## config.mk

```make
export PLATFORM = sky130hd
export DESIGN_NAME = bram_copy_engine_flat
export DESIGN_NICKNAME = d
export VERILOG_FILES = /design/src/rtl/bram_copy_engine_if.sv /design/src/rtl/bram_copy_engine.sv /design/src/flat_wrapper.sv
export SDC_FILE = /design/constraint.sdc
export NUM_CORES = 1
export LEC_CHECK = 0
export ABC_AREA = 1
export BUFFER_PORTS_ARGS = -buffer_cell sky130_fd_sc_hd__buf_2
export CORE_MARGIN = 2
export CORE_UTILIZATION = 45
export CTS_CLUSTER_DIAMETER = 40
export DETAILED_ROUTE_END_ITERATION = 8
export MAX_ROUTING_LAYER = met4
export PLACE_DENSITY = 0.76
export SLEW_MARGIN = 10
export SYNTH_ARGS = -nofsm -noshare
export SYNTH_HDL_FRONTEND = slang
export SYNTH_SLANG_ARGS = --single-unit
```

## constraint.sdc

```tcl
create_clock -name clk -period 2.04 [get_ports clk]
set_input_delay 0.306 -clock clk [delete_from_list [all_inputs] [get_ports clk]]
set_output_delay 0.306 -clock clk [all_outputs]
set_load 0.03 [all_outputs]
```

## src/rtl/bram_copy_engine_if.sv

```systemverilog
// Command and BRAM-port bundle for bram_copy_engine.
// The slave modport is the engine's view; the master modport is the host and BRAM side.
interface bram_copy_engine_if #(
    parameter int data_width    = 8,
    parameter int address_width = 7
);
    logic                     cmd_valid;
    logic                     cmd_ready;
    logic [address_width-1:0] cmd_src;
    logic [address_width-1:0] cmd_dst;
    logic [address_width:0]   cmd_len;
    logic                     busy;
    logic                     done;
    logic                     err;
    logic                     we_a;
    logic [address_width-1:0] add_a;
    logic [data_width-1:0]    data_w_a;
    logic [data_width-1:0]    data_r_a;
    logic                     we_b;
    logic [address_width-1:0] add_b;
    logic [data_width-1:0]    data_w_b;
`ifdef BRAM_COPY_FILL_EN
    logic                     cmd_fill;
    logic [data_width-1:0]    cmd_pattern;

    modport slave (
        input  cmd_valid, cmd_src, cmd_dst, cmd_len, cmd_fill, cmd_pattern, data_r_a,
        output cmd_ready, busy, done, err, we_a, add_a, data_w_a, we_b, add_b, data_w_b
    );
    modport master (
        output cmd_valid, cmd_src, cmd_dst, cmd_len, cmd_fill, cmd_pattern, data_r_a,
        input  cmd_ready, busy, done, err, we_a, add_a, data_w_a, we_b, add_b, data_w_b
    );
`else
    modport slave (
        input  cmd_valid, cmd_src, cmd_dst, cmd_len, data_r_a,
        output cmd_ready, busy, done, err, we_a, add_a, data_w_a, we_b, add_b, data_w_b
    );
    modport master (
        output cmd_valid, cmd_src, cmd_dst, cmd_len, data_r_a,
        input  cmd_ready, busy, done, err, we_a, add_a, data_w_a, we_b, add_b, data_w_b
    );
`endif
endinterface

```

## src/rtl/bram_copy_engine.sv

```systemverilog
// Copies len words through BRAM port A (read) to port B (write) at one word per cycle.
// Optional pattern fill (no port A reads) is enabled by defining BRAM_COPY_FILL_EN.
module bram_copy_engine #(
    parameter int data_width    = 8,
    parameter int address_width = 7
) (
    input  logic              clk,
    input  logic              rst_n,
    bram_copy_engine_if.slave bus
);
    typedef enum logic [2:0] {
        S_IDLE  = 3'd0,
        S_RUN   = 3'd1,
        S_DRAIN = 3'd2,
        S_FILL  = 3'd3,
        S_DONE  = 3'd4
    } state_t;

    state_t                   state_q, state_d;
    logic [address_width-1:0] add_a_q, add_a_d;
    logic [address_width-1:0] add_b_q, add_b_d;
    logic [address_width-1:0] wr_ptr_q, wr_ptr_d;
    logic [address_width:0]   rem_q, rem_d;
    logic                     we_b_q, we_b_d;
    logic                     err_q, err_d;

    logic                     fill_q;
    logic [data_width-1:0]    pattern_q;
    logic                     fill_cmd;

    logic                     accept;
    logic [address_width-1:0] delta;
    logic                     hazard;

    assign accept = (state_q == S_IDLE) && bus.cmd_valid;

    // Forward copy is safe unless the destination lands inside the not-yet-read
    // part of the source; delta==1 is covered by the BRAM's read-first behaviour.
    assign delta  = bus.cmd_dst - bus.cmd_src;
    assign hazard = (delta > address_width'(1)) && ({1'b0, delta} < bus.cmd_len);

`ifdef BRAM_COPY_FILL_EN
    assign fill_cmd = bus.cmd_fill;

    always_ff @(posedge clk or negedge rst_n) begin
        if (!rst_n) begin
            fill_q    <= 1'b0;
            pattern_q <= '0;
        end else if (accept) begin
            fill_q    <= bus.cmd_fill;
            pattern_q <= bus.cmd_pattern;
        end
    end
`else
    assign fill_cmd  = 1'b0;
    assign fill_q    = 1'b0;
    assign pattern_q = '0;
`endif

    always_ff @(posedge clk or negedge rst_n) begin
        if (!rst_n) begin
            state_q  <= S_IDLE;
            add_a_q  <= '0;
            add_b_q  <= '0;
            wr_ptr_q <= '0;
            rem_q    <= '0;
            we_b_q   <= 1'b0;
            err_q    <= 1'b0;
        end else begin
            state_q  <= state_d;
            add_a_q  <= add_a_d;
            add_b_q  <= add_b_d;
            wr_ptr_q <= wr_ptr_d;
            rem_q    <= rem_d;
            we_b_q   <= we_b_d;
            err_q    <= err_d;
        end
    end

    always_comb begin
        state_d  = state_q;
        add_a_d  = add_a_q;
        add_b_d  = add_b_q;
        wr_ptr_d = wr_ptr_q;
        rem_d    = rem_q;
        we_b_d   = 1'b0;
        err_d    = err_q;

        case (state_q)
            S_IDLE: begin
                if (accept) begin
                    add_a_d  = bus.cmd_src;
                    wr_ptr_d = bus.cmd_dst;
                    rem_d    = bus.cmd_len;
                    err_d    = 1'b0;
                    if (bus.cmd_len == '0) begin
                        state_d = S_DONE;
                    end else if (fill_cmd) begin
                        // Fill writes start on the very next cycle, so issue the first one here.
                        state_d  = S_FILL;
                        we_b_d   = 1'b1;
                        add_b_d  = bus.cmd_dst;
                        wr_ptr_d = bus.cmd_dst + address_width'(1);
                    end else if (hazard) begin
                        state_d = S_DONE;
                        err_d   = 1'b1;
                    end else begin
                        state_d = S_RUN;
                    end
                end
            end

            // Each read issued now returns next cycle; the matching write is
            // registered so it appears alongside that returned data.
            S_RUN: begin
                we_b_d   = 1'b1;
                add_b_d  = wr_ptr_q;
                wr_ptr_d = wr_ptr_q + address_width'(1);
                add_a_d  = add_a_q + address_width'(1);
                rem_d    = rem_q - 1'b1;
                if (rem_q == (address_width + 1)'(1)) begin
                    state_d = S_DRAIN;
                end
            end

            S_DRAIN: begin
                state_d = S_DONE;
            end

            S_FILL: begin
                rem_d = rem_q - 1'b1;
                if (rem_q == (address_width + 1)'(1)) begin
                    state_d = S_DONE;
                end else begin
                    we_b_d   = 1'b1;
                    add_b_d  = wr_ptr_q;
                    wr_ptr_d = wr_ptr_q + address_width'(1);
                end
            end

            S_DONE: begin
                state_d = S_IDLE;
            end

            default: begin
                state_d = S_IDLE;
            end
        endcase
    end

    assign bus.cmd_ready = (state_q == S_IDLE);
    assign bus.busy      = (state_q == S_RUN) || (state_q == S_DRAIN) || (state_q == S_FILL);
    assign bus.done      = (state_q == S_DONE);
    assign bus.err       = (state_q == S_DONE) && err_q;

    assign bus.we_a      = 1'b0;
    assign bus.data_w_a  = '0;
    assign bus.add_a     = add_a_q;

    // Copy data is forwarded straight from port A so it lines up with the registered write strobe.
    assign bus.we_b      = we_b_q;
    assign bus.add_b     = add_b_q;
    assign bus.data_w_b  = we_b_q ? (fill_q ? pattern_q : bus.data_r_a) : '0;

endmodule

```

## src/flat_wrapper.sv

```systemverilog
// flat-port wrapper written by rule: the top's interface ports become plain ports
module bram_copy_engine_flat 
#(
    parameter int data_width    = 8,
    parameter int address_width = 7
)
  (clk, rst_n, bus_cmd_valid, bus_cmd_src, bus_cmd_dst, bus_cmd_len, bus_data_r_a, bus_cmd_ready, bus_busy, bus_done, bus_err, bus_we_a, bus_add_a, bus_data_w_a, bus_we_b, bus_add_b, bus_data_w_b);
  bram_copy_engine_if #(.data_width(data_width), .address_width(address_width)) bus_i ();
  input  logic clk;
  input  logic rst_n;
  input wire logic [$bits(bus_i.cmd_valid)-1:0] bus_cmd_valid;
  input wire logic [$bits(bus_i.cmd_src)-1:0] bus_cmd_src;
  input wire logic [$bits(bus_i.cmd_dst)-1:0] bus_cmd_dst;
  input wire logic [$bits(bus_i.cmd_len)-1:0] bus_cmd_len;
  input wire logic [$bits(bus_i.data_r_a)-1:0] bus_data_r_a;
  output wire logic [$bits(bus_i.cmd_ready)-1:0] bus_cmd_ready;
  output wire logic [$bits(bus_i.busy)-1:0] bus_busy;
  output wire logic [$bits(bus_i.done)-1:0] bus_done;
  output wire logic [$bits(bus_i.err)-1:0] bus_err;
  output wire logic [$bits(bus_i.we_a)-1:0] bus_we_a;
  output wire logic [$bits(bus_i.add_a)-1:0] bus_add_a;
  output wire logic [$bits(bus_i.data_w_a)-1:0] bus_data_w_a;
  output wire logic [$bits(bus_i.we_b)-1:0] bus_we_b;
  output wire logic [$bits(bus_i.add_b)-1:0] bus_add_b;
  output wire logic [$bits(bus_i.data_w_b)-1:0] bus_data_w_b;
  assign bus_i.cmd_valid = bus_cmd_valid;
  assign bus_i.cmd_src = bus_cmd_src;
  assign bus_i.cmd_dst = bus_cmd_dst;
  assign bus_i.cmd_len = bus_cmd_len;
  assign bus_i.data_r_a = bus_data_r_a;
  assign bus_cmd_ready = bus_i.cmd_ready;
  assign bus_busy = bus_i.busy;
  assign bus_done = bus_i.done;
  assign bus_err = bus_i.err;
  assign bus_we_a = bus_i.we_a;
  assign bus_add_a = bus_i.add_a;
  assign bus_data_w_a = bus_i.data_w_a;
  assign bus_we_b = bus_i.we_b;
  assign bus_add_b = bus_i.add_b;
  assign bus_data_w_b = bus_i.data_w_b;
  bram_copy_engine #(.data_width(data_width), .address_width(address_width)) u_core (.clk(clk), .rst_n(rst_n), .bus(bus_i));
endmodule
```

==> flow_summary_export.csv, run 1 <==
group,metric,value,unit
pwr,power.ir.vdd_worst,0.240,mV
clock_tree,clk_latency,0.28,ns
sta,worst_pin_slew,0.759,ns
cells_and_area,finalNonFillerCells,470,
clock_tree,cts-buffers-inserted,5,
global_routing,grt_start_max_net_pins,35,
logic_synthesis,ys_top_cells_by_count,"nand2_1, inv_1, dfrtp_1, o21ai_0, nor2_1",
route,wirelength,5.82,mm
sta,finalHoldViolations,0,
setup_path,timing.critical_path.mode_cell,"nand2_1",
sta,max_clock_freq,503,MHz
floorplan,fp.dieArea,6260,um2
setup_path,arrival,2.20,ns
setup_path,crit_cells,17,
logic_synthesis,post-synth-top-count-cell,"nand2_1",
clock_tree,clk_transition_reported_paths,0.07,ns
place,placedInstanceArea,2910,um2
logic_synthesis,syn_area_per_cell,7.69,um2
pwr,total_switching_power,0.430,mW
pwr,internal-power,1.07,mW
cells_and_area,antenna_cells_inserted,0,
route,ant_nets,0,
cells_and_area,fill_cells,534,
logic_synthesis,synth_seq_area_share,0.335,
setup_path,critPathBufInv,3,
pwr,combPwrFrac,0.206,
logic_synthesis,yosysTopAreaCellShare,0.335,
logic_synthesis,post-synth-top-area-cell,"dfrtp_1",
setup_path,path_class,"in2reg",
setup_path,setup.worst_path.end_class,"flip-flop",
place,place.detailed.instances,462,
pwr,report.power.total,1.50,mW
floorplan,die_h,79.1,um
sta,timing_max_transition_violations_final,0,
cells_and_area,fin_nets,445,
setup_path,crit_fanout,3,
logic_synthesis,syn_inst,330,
logic_synthesis,synth_top_flop_cell,"dfrtp_1",
clock_tree,numClockSinks,34,
route,vias_per_cell,5.06,
route,detail_route.drc_violations,0,
sta,grt_setup_unrepaired,"true",
place,finalWeightedCongestion,0.858,
hold_path,holdCritPathClass,"in2async",
run,max_cap_violations,0,
setup_path,crit_path_cell_trace,"buf_6, inv_4, ha_4, inv_4, fa_2, ha_4, nand2_1, nand2_1, nand3_1, nand2_1, a21oi_2, nand3_1, nand3_1, nand2_2, nand2_1, nand2_1, a21oi_1",
logic_synthesis,synth_enable_flop_cells,0,
logic_synthesis,yosysWarningCount,0,
floorplan,coreArea,5470,um2
route,drt_pass1_iterations,4,
clock_tree,clk_path_buf_depth,2,
global_routing,gr-total-overflow,0,
pwr,net_switching_fraction_of_the_power,0.287,
sta,setup_total_negative_slack,0,ns
place,portBuffers,59,
setup_path,path_delay_family,"adder cells",
setup_path,rr_worst_depth,6,
logic_synthesis,synth_cell_types,47,
clock_tree,tritoncts_clock_tree,"yes",
route,drt_iter0_drc,110,
pwr,power_density,485,nW/um2
sta,finalClockSkew,0.00845,ns
logic_synthesis,flops_latches_synth,34,
logic_synthesis,netlist_area,2540,um2
global_routing,grt_util_all_layers,0.204,
floorplan,floorplan.initialDensity,0.464,
sta,setup-violations-final,0,
setup_path,worstSetupStartpointType,"primary input",
clock_tree,clockRootBuffer,"clkbuf_8",
sta,final_period_minus_worst_setup_slack,1.99,ns
cells_and_area,final_layout_size_suffix_gt1_frac,0.291,
sta,max_slew_margin,0.494,
cells_and_area,finish.instance_area,3090,um2
pwr,p_leak,1.59,nW
cells_and_area,layout-area-overhead-vs-synth,21.6,%
floorplan,die_width,79.1,um
global_routing,global_route_wire_length_before_repair,9.81,mm
status,outcome,"finished clean",
route,num_vias,2378,
logic_synthesis,ys_async_sr_fraction,1.00,
floorplan,io_pins,69,
route,post_drt_wl_per_cell,12.4,um
sta,finalCritPeriodShare,0.974,
pwr,power_frac_seq,0.450,
setup_path,slowest_stage,"fa_2",
setup_path,max_stage_delay,0.57,ns
global_routing,first_global_vias,2219,
place,dp.final_hpwl,4.71,mm
clock_tree,cts.htree.levels,2,
logic_synthesis,synth.area.top_cells,"dfrtp_1, nand2_1, inv_1, ha_1, o21ai_0",
global_routing,grt_antenna_before_repair,0,
floorplan,fp-row-count,27,
pwr,p_clk_frac,0.344,
setup_path,data_required_time_at_the_worst_endpoint,2.25,ns
[cells in the final DEF, fill, tap and decap left out, types with 2 or more instances in the layout]
master    count
a21oi_1      12
a21oi_2       2
buf_2        57
buf_4        10
clkbuf_8      6
conb_1        9
dfrtp_1      34
ha_1         10
ha_4          4
inv_1        48
inv_2         3
inv_4         5
mux2_2        2
nand2_1      60
nand2_2       2
nand3_1      17
nand4_1       3
nor2_1       25
nor2_2        2
nor2_4        4
nor3_1        5
nor4_1        3
o211ai_1      3
o21ai_0      32
o21ai_2       3
o22ai_2       2
xnor2_1       2
xor2_1        9
xor2_2        2
[flip-flops by register name, indices dropped and copies added (netlist names)]
register / count
u_core.rem_q: 8
u_core.bus.add_a: 7
u_core.bus.add_b: 7
u_core.wr_ptr_q: 7
u_core.state_q: 3
u_core.bus.we_b: 1
u_core.err_q: 1
[kinds of logic (layout without fill, tap and decap cells)]
family | Yosys count | after routing | share of synthesized area
AND/OR/NAND/NOR | 126 | 126 | 0.228
flip-flops | 34 | 34 | 0.335
other | 1 | 9 | 0.00148
XOR/XNOR | 13 | 13 | 0.0448
adder cells (fa/ha/maj) | 15 | 15 | 0.0769
buffers and inverters | 73 | 133 | 0.137
multiplexers | 4 | 4 | 0.0172
AO/OA/AOI/OAI | 64 | 64 | 0.160
[cell type report]
cell class	instances	area, um2	area share
multi-input cells	231	1450	0.469
flip-flops and latches	34	851	0.276
repair buffers	68	372	0.120
inverters	57	231	0.0750
well taps	72	90.1	0.0292
clock buffers	6	82.6	0.0267
clock inverters	2	12.5	0.00405
[layer usage]
layer / vias up / global-route usage / wire [um]
met5: - / - / 0
met2: 71 / 0.343 / 2760
met3: 10 / 0.0295 / 310
met1: 1111 / 0.252 / 2630
li1: 1186 / - / -
met4: 0 / 0.0707 / 121
[worst register-to-register path, delay by kind of cell (launching register included)]
kind / cells / cell delay, ns
muxes: 1 / 0.36
and+or+nand+nor: 3 / 0.70
DFF: 1 / 0.48
buffers and inverters: 2 / 0.18
[power groups by stage]
stage / logic, mW / registers, mW / clock network [mW]
2_1_floorplan: 0.190 / 0.687 / 0
3_3_place_gp: 0.274 / 0.687 / 0
3_5_place_dp: 0.280 / 0.687 / 0
4_1_cts: 0.281 / 0.674 / 0.530
5_1_grt: 0.351 / 0.673 / 0.556
6_report: 0.309 / 0.674 / 0.514
[timing repair]
action,4_1_cts,5_1_grt
buffers inserted,0,0
gates resized for setup,0,15
endpoints found under the setup margin,1,3
cloned,0,0
pin swaps,1,10
hold buffers,0,0
[worst paths after layout]
kind                                  endpoint  slack (ns)                start
setup / recovery             u_core.state_q[2]        0.05       bus_cmd_dst[0]
max in group asynchronous   u_core.wr_ptr_q[2]        1.46                rst_n
min in group clk               u_core.rem_q[1]        0.33       bus_cmd_len[1]
hold reg to reg            u_core.bus.add_b[5]        0.48  u_core.bus.add_b[5]
setup reg to reg           u_core.bus.add_b[1]        0.20    u_core.state_q[2]
hold / removal                 u_core.rem_q[2]        0.08                rst_n
[metrics by stage]
stage                     setup WS (ns)  hold slack [ns]  utilization
after CTS                        0.0109            0.110        0.549
after floorplan                 -0.0489           0.0104            -
after global routing             -0.115            0.152        0.564
after global placement           -0.234            0.428        0.531
after detailed placement         -0.296            0.423        0.531
final                            0.0531           0.0801        0.564
(Power assumes the default switching activity.)
==> inputs of run 2 (changes only) <==
==> constraint.sdc (replaced) <==
create_clock -name clk -period 2.04 [get_ports clk]
set_input_delay 0.204 -clock clk [delete_from_list [all_inputs] [get_ports clk]]
set_output_delay 0.204 -clock clk [all_outputs]
set_load 0.03 [all_outputs]
==> flow_summary_export.csv, run 2 (synthesis gave the netlist of run 1 again) <==
group,metric,value,unit
status,outcome,"finished, violations left",
status,violations,"negative hold slack",
clock_tree,clk_transition_reported_paths,0.06,ns
place,finalWeightedCongestion,0.831,
route,wirelength,5.92,mm
setup_path,data_required_time_at_the_worst_endpoint,2.26,ns
sta,timing_max_transition_violations_final,0,
setup_path,critPathBufInv,3,
floorplan,io_pins,69,
floorplan,die_width,79.1,um
floorplan,coreArea,5470,um2
floorplan,fp.dieArea,6260,um2
global_routing,global_route_wire_length_before_repair,10.1,mm
global_routing,grt_util_all_layers,0.210,
route,ant_nets,0,
floorplan,floorplan.initialDensity,0.464,
sta,setup_total_negative_slack,0,ns
clock_tree,clk_path_buf_depth,2,
setup_path,worstSetupStartpoint,"bus_cmd_dst[0]",
cells_and_area,fin_nets,446,
setup_path,path_class,"in2reg",
cells_and_area,commonest_non_fill_non_tap_cells_in_the_layout,"buf_2, nand2_1, inv_1, dfrtp_1, o21ai_0",
clock_tree,clockRootBuffer,"clkbuf_8",
sta,finalCritPeriodShare,0.929,
sta,finalClockSkew,0.00551,ns
clock_tree,tritoncts_clock_tree,"yes",
setup_path,worst_r2r_startpoint,"u_core.state_q[1]",
cells_and_area,finalNonFillerCells,469,
cells_and_area,layout-area-overhead-vs-synth,22.2,%
clock_tree,clk_latency,0.28,ns
global_routing,global_route.usage.met3,0.0364,
global_routing,first_global_vias,2335,
floorplan,die_h,79.1,um
setup_path,max_stage_delay,0.40,ns
global_routing,grt_use_met2,0.347,
cells_and_area,final_layout_size_suffix_gt1_frac,0.310,
setup_path,setup.worst_path.end_class,"flip-flop",
place,place.detailed.instances,463,
sta,whs,-0.00981,ns
cells_and_area,antenna_cells_inserted,0,
clock_tree,cts-buffers-inserted,5,
sta,max_slew_margin,0.496,
route,post_drt_wl_per_cell,12.6,um
run,max_cap_violations,0,
sta,worst_pin_slew,0.756,ns
sta,finalHoldViolations,9,
sta,setup-violations-final,0,
sta,final_period_minus_worst_setup_slack,1.90,ns
setup_path,crit_fanout,3,
global_routing,grt_busiest_layer,"met2",
cells_and_area,finish.instance_area,3100,um2
setup_path,arrival,2.11,ns
clock_tree,cts.htree.levels,2,
clock_tree,numClockSinks,34,
floorplan,fp-row-count,27,
pwr,p_leak,1.59,nW
route,vias_per_cell,5.09,
pwr,power_density,477,nW/um2
cells_and_area,largest_register_ff_count,8,
global_routing,grt.met1_usage,0.263,
route,num_vias,2388,
route,drt_iter0_drc,144,
place,placedInstanceArea,2910,um2
route,detail_route.drc_violations,0,
setup_path,worstSetupStartpointType,"primary input",
global_routing,grt_antenna_before_repair,0,
setup_path,path_delay_family,"adder cells",
cells_and_area,layout_commonest_cell,"buf_2",
place,dp.final_hpwl,4.66,mm
pwr,report.power.total,1.48,mW
pwr,power.ir.vdd_worst,0.238,mV
global_routing,grt_start_max_net_pins,35,
place,portBuffers,59,
route,drt_pass1_iterations,4,
global_routing,gr-total-overflow,0,
sta,max_clock_freq,527,MHz
hold_path,holdCritPathClass,"in2async",
setup_path,crit_path_cell_trace,"buf_6, inv_4, ha_4, inv_4, fa_2, xor2_2, ha_1, nand3_1, nand2_1, a21oi_2, nand3_1, nand3_1, nand2_2, nand2_2, nand2_2, a21oi_2",
cells_and_area,regMostFlops,"u_core.rem_q",
setup_path,slowest_stage,"fa_2",
## run 2: changes by cell type in the layout (fill, tap and decap cells not counted)
cell        delta
nand2_1        -4
nand2_2        +4
a21oi_1        -2
a21oi_2        +2
buf_2          +1
clkinv_2       -1
clkinvlp_4     -1
inv_1          -1
inv_2          +1
nand3_1        -1
nand3_2        +1
## run 2: cell type report
type,count,area [um2]
Tap cell,72,90.1
Clock buffer,6,82.6
Fill cell,516,2370
Timing Repair Buffer,69,377
Multi-Input combinational cell,231,1470
Sequential cell,34,851
Inverter,57,231
## run 2: worst paths after layout
kind	to	slack, ns	cells after the start
min in group clk	u_core.rem_q[1]	0.23	3
worst min register to register	u_core.bus.add_b[5]	0.48	1
worst max register to register	u_core.wr_ptr_q[5]	0.22	11
worst min-delay path	u_core.rem_q[1]	-0.01	1
max in group asynchronous	u_core.bus.add_b[4]	1.57	1
worst max-delay path	u_core.state_q[2]	0.14	16
## run 2: where the power goes
group	internal, mW	switching (mW)	leakage (nW)
clock	0.260	0.219	0.0431
sequential	0.674	0	0.347
combinational	0.129	0.197	1.20
total	1.06	0.416	1.59
## run 2: repair_timing
item                                    in CTS  in global routing
gates cloned                                 0                  0
hold endpoints to repair                     0                  0
pin swaps                                    1                 12
setup buffers                                0                  0
resized for setup                            0                 24
endpoints found under the setup margin       1                  3
hold buffers                                 0                  0
## run 2: routing by layer
metal  vias up  part of all wire
met5         -                 0
met4         0             0.014
met3         9             0.060
met2        86              0.48
met1      1106              0.45
li1       1187                 -
## run 2: worst register-to-register path: stages (launching register included)
cell and delay, ns:
dfrtp_1 0.45, nor2_2 0.18, inv_2 0.08, nor2_4 0.15, nand2_4 0.13, inv_4 0.12, nor2_4 0.06, inv_6 0.08
o21ai_4 0.08, inv_4 0.15, o21ai_0 0.10, o21ai_0 0.14
## run 2: stage by stage
| stage | utilization | worst slack (ns) |
|---|---|---|
| after floorplan | - | 0.00783 |
| final | 0.567 | 0.144 |
| after detailed placement | 0.532 | -0.308 |
| after global placement | 0.532 | -0.197 |
| after CTS | 0.547 | 0.00650 |
| after global routing | 0.567 | -0.00716 |
